<file path="src/rtl/button_input_handler.sv">
// Push-button conditioner: polarity stage, SYNC_STAGES-flop synchronizer, symmetric debounce filter.
// Define BUTTON_HANDLER_ACTIVE_LOW_EN for an active-low button_in; button_out stays active-high.
module button_input_handler #(
  parameter int SYNC_STAGES     = 2,
  parameter int DEBOUNCE_CYCLES = 250000
) (
  input  logic clk,
  input  logic reset,
  input  logic button_in,
  output logic button_out
);

  localparam int CNT_WIDTH = (DEBOUNCE_CYCLES > 1) ? $clog2(DEBOUNCE_CYCLES) : 1;
  localparam logic [CNT_WIDTH-1:0] CNT_LAST = CNT_WIDTH'(DEBOUNCE_CYCLES - 1);

  logic                   raw;
  logic [SYNC_STAGES-1:0] sync_q;
  logic                   synced;
  logic [CNT_WIDTH-1:0]   cnt;

`ifdef BUTTON_HANDLER_ACTIVE_LOW_EN
  assign raw = ~button_in;
`else
  assign raw = button_in;
`endif

  assign synced = sync_q[SYNC_STAGES-1];

  always_ff @(posedge clk) begin
    if (reset) begin
      sync_q <= '0;
    end else begin
      sync_q <= {sync_q[SYNC_STAGES-2:0], raw};
    end
  end

  // The count only advances while synced disagrees with the output, so any
  // bounce back to the current output level restarts the window from zero.
  always_ff @(posedge clk) begin
    if (reset) begin
      cnt        <= '0;
      button_out <= 1'b0;
    end else if (synced == button_out) begin
      cnt <= '0;
    end else if (cnt == CNT_LAST) begin
      button_out <= synced;
      cnt        <= '0;
    end else begin
      cnt <= cnt + 1'b1;
    end
  end

endmodule

</file>
<file path="config.mk">
export PLATFORM = sky130hd
export DESIGN_NAME = button_input_handler
export DESIGN_NICKNAME = d
export VERILOG_FILES = /design/src/rtl/button_input_handler.sv
export SDC_FILE = /design/constraint.sdc
export NUM_CORES = 1
export LEC_CHECK = 0
export ABC_CLOCK_PERIOD_IN_PS = 1900
export BUFFER_PORTS_ARGS = -buffer_cell sky130_fd_sc_hd__buf_2
export CORE_ASPECT_RATIO = 1.5
export CORE_MARGIN = 3
export CORE_UTILIZATION = 30
export CTS_BUF_LIST = sky130_fd_sc_hd__clkbuf_8
export DETAILED_ROUTE_END_ITERATION = 8
export GPL_ROUTABILITY_DRIVEN = 0
export PLACE_DENSITY_LB_ADDON = 0.25
export SLEW_MARGIN = 20
export SYNTH_ARGS = -nofsm -noshare
export SYNTH_HDL_FRONTEND = slang
export SYNTH_SLANG_ARGS = --single-unit
</file>
<file path="constraint.sdc">
create_clock -name clk -period 1.9 [get_ports clk]
set_input_delay 0.285 -clock clk [delete_from_list [all_inputs] [get_ports clk]]
set_output_delay 0.285 -clock clk [all_outputs]
set_load 0.01 [all_outputs]
</file>
==> impl_metrics.csv <==
group,metric,value,unit
run_status,status,"complete, no violations",
cts,clock_latency,0.26,ns
synth,synth-main-ff-cell,"dfxtp_1",
synth,netlist_instances,104,
die,start_util,32.8,%
critical_path,crit_chain,"nand3_2 > or4_4 > or4_1 > a21oi_1",
critical_path,rrSetupSlack,0.09,ns
synth,synth.area.top_cells,"dfxtp_1 46%, xnor2_1 11%, nor2_1 6.6%",
routing,ant_nets,0,
sta,fin_crit,1.81,ns
synth,yosys.area_share.simple,31.2,%
critical_path,slowest_delay,0.57,ns
global_routing,grt_overflow,0,
synth,syn_nets,108,
critical_path,required,2.10,ns
cts,cts_root_buffer,"clkbuf_8",
critical_path,worstPathArrival,2.01,ns
sta,drv_slew,0,
critical_path,criticalPathCategory,"reg2reg",
routing,first_pass_iters,4,
finish,synthToLayoutAreaGrowth,20.8,%
global_routing,antenna_found_initial,0,
sta,fmax,553,MHz
synth,syn_avg_cell_area,8.79,um^2
synth,synthArstFlopShare,0,%
cts,clock-sinks,21,
cts,clk_pin_slew,0.07,ns
die,fp.dieH,73.6,um
synth,yosys_warnings,0,
cts,clockBufferDepth,2,
finish,nets,123,
synth,synth_top_area_cell,"dfxtp_1",
critical_path,slowest_stage,"or4_4",
routing,first_iter_violations,13,
run,cap_violations,0,
routing,wirelength,1760,um
cts,cts_setup_buffers,0,
cts,cts_buffers,3,
sta,slew_headroom,74.3,%
sta,final-setup-viol-count,0,
critical_path,startpoint_type,"flip-flop",
placed_design,dp_hpwl,1280,um
synth,ys_types,26,
power,p_leak,0.314,nW
min_path,min_path_type,"in2reg",
placed_design,dp_cells,151,
cts,cts_tree,"built",
power,ir_worst_vdd,0.525,mV
synth,synth_compound_area_share,6.98,%
global_routing,grt_pass1_wl,3220,um
power,p_total,746,uW
sta,fin_crit_sh,95.2,%
synth,netlist.area_leader.share,46.0,%
routing,wl_per_cell,11.4,um
routing,vias,764,
global_routing,grtUsageTotal,11.0,%
die,core_area,0.00279,mm^2
die,die-area,0.00376,mm^2
die,row_count,23,
sta,skew,0.00196,ns
routing,drcViolationCount,0,
synth,synthMuxAreaShare,0,%
power,p_per_area,675,mW/mm^2
finish,drive_gt1_share,19.5,%
synth,synth_top_family_by_area,"simple AND/OR/NAND/NOR gates",
synth,synth-xor-area-share,12.4,%
sta,hold_slack,0.234,ns
synth,synthAdderAreaFrac,1.37,%
placed_design,port_buffers,3,
routing,vias_per_cell,4.93,
finish,n_antenna_cell,0,
sta,worst-slew-pin-transition,0.381,ns
global_routing,grt_max_degree,16,
die,die_x,51.1,um
cts,ctsHtreeMaxLevel,1,
synth,synth.ff_latch_count,21,
critical_path,cp-end-kind,"flip-flop",
synth,synth-edff-count,0,
finish,n_fill_cell,292,
die,pin_count,4,
critical_path,path_max_fanout,6,
sta,final-hold-violation-count,0,
finish,instances_no_fill,155,
synth,synth-seq-area-share,46.0,%
synth,syn-cell-area,915,um^2
global_routing,grt_pass1_vias,730,
## cell usage after synthesis (3+ instances only)
library cell and count:
a21oi_1 5, nand3_1 6, nor2_1 16, nor3_1 4, xnor2_1 12, inv_1 4
dfxtp_1 21, nor4_1 4, o21ai_0 3, nand2_1 7
## area by class of cell
cell class	instances	area, um^2	area share [%]
tap	37	46.3	4.19
sequential	21	422	38.2
clock inverter	1	5.00	0.453
clock buffer	3	41.3	3.74
multi-input combinational	78	488	44.2
timing repair buffer	11	87.6	7.93
inverter	4	15.0	1.36
## cell usage in the layout, fill, tap and decap left out, drive strengths merged, types with 2 or more instances in the layout
master  synthesis  final
xnor2          12     12
clkbuf          1      3
o31ai           2      2
nor2b           2      2
nor4            4      4
nor2           16     16
nor3            4      4
nand4           2      2
a21oi           5      5
inv             4      4
dfxtp          21     21
nor4b           2      2
nand2           7      7
buf             0     11
or3             4      4
nand3           7      7
o21ai           4      4
or4             3      3
## worst max-delay path: cells and delay by family, from the launching register on
family	cells	cell delay, ns
AND/OR/NAND/NOR	3	1.17
flip-flops	1	0.43
AO/OA/AOI/OAI	1	0.14
## per-layer routing
| metal | vias up | part of all wire [%] | global-route usage [%] |
|---|---|---|---|
| li1 | 393 | - | - |
| met4 | 0 | 2.3 | 5.39 |
| met3 | 4 | 1.4 | 1.83 |
| met2 | 5 | 49 | 18.4 |
| met1 | 362 | 47 | 13.6 |
| met5 | - | 0 | 0 |
## what timing repair did
action	in CTS	in global routing
setup endpoints to repair	0	1
endpoints found under the hold margin	0	0
resized for setup	0	3
hold buffers	0	0
## registers in the layout (all words and copies together), names as in the netlist
name / flops
button_out: 1
cnt: 18
sync_q: 2
## where the power goes
part	internal, mW	switching, mW
logic	0.00615	0.00651
registers	0.443	0.00168
clock network	0.146	0.143
## kinds of logic after synthesis
| logic type | Yosys count |
|---|---|
| adders and majority gates | 1 |
| AOI/OAI and AO/OA | 11 |
| buffers and inverters | 5 |
| xor gates and xnor gates | 13 |
| DFF | 21 |
| and+or+nand+nor | 53 |
## final timing paths
| kind | endpoint | startpoint | cells after the start |
|---|---|---|---|
| setup / recovery | cnt[17]$_SDFF_PP0_ | cnt[8]$_SDFF_PP0_ | 4 |
| hold / removal | button_out$_SDFFE_PP0P_ | reset | 2 |
| setup reg to reg | cnt[17]$_SDFF_PP0_ | cnt[8]$_SDFF_PP0_ | 4 |
| hold reg to reg | sync_q[1]$_SDFF_PP0_ | sync_q[0]$_SDFF_PP0_ | 1 |
## through the flow
step	instance area, um^2	setup TNS [ns]	setup WS, ns	util, %
after CTS	1090	0	0.0587	39.1
after floorplan	915	0	0.0944	-
after detailed placement	1040	0	0.0784	37.4
after global routing	1100	-0.00490	-0.00490	39.6
final	1100	0	0.0918	39.6
after global placement	1040	0	0.123	37.4
Power figures use the tool's default switching activity.
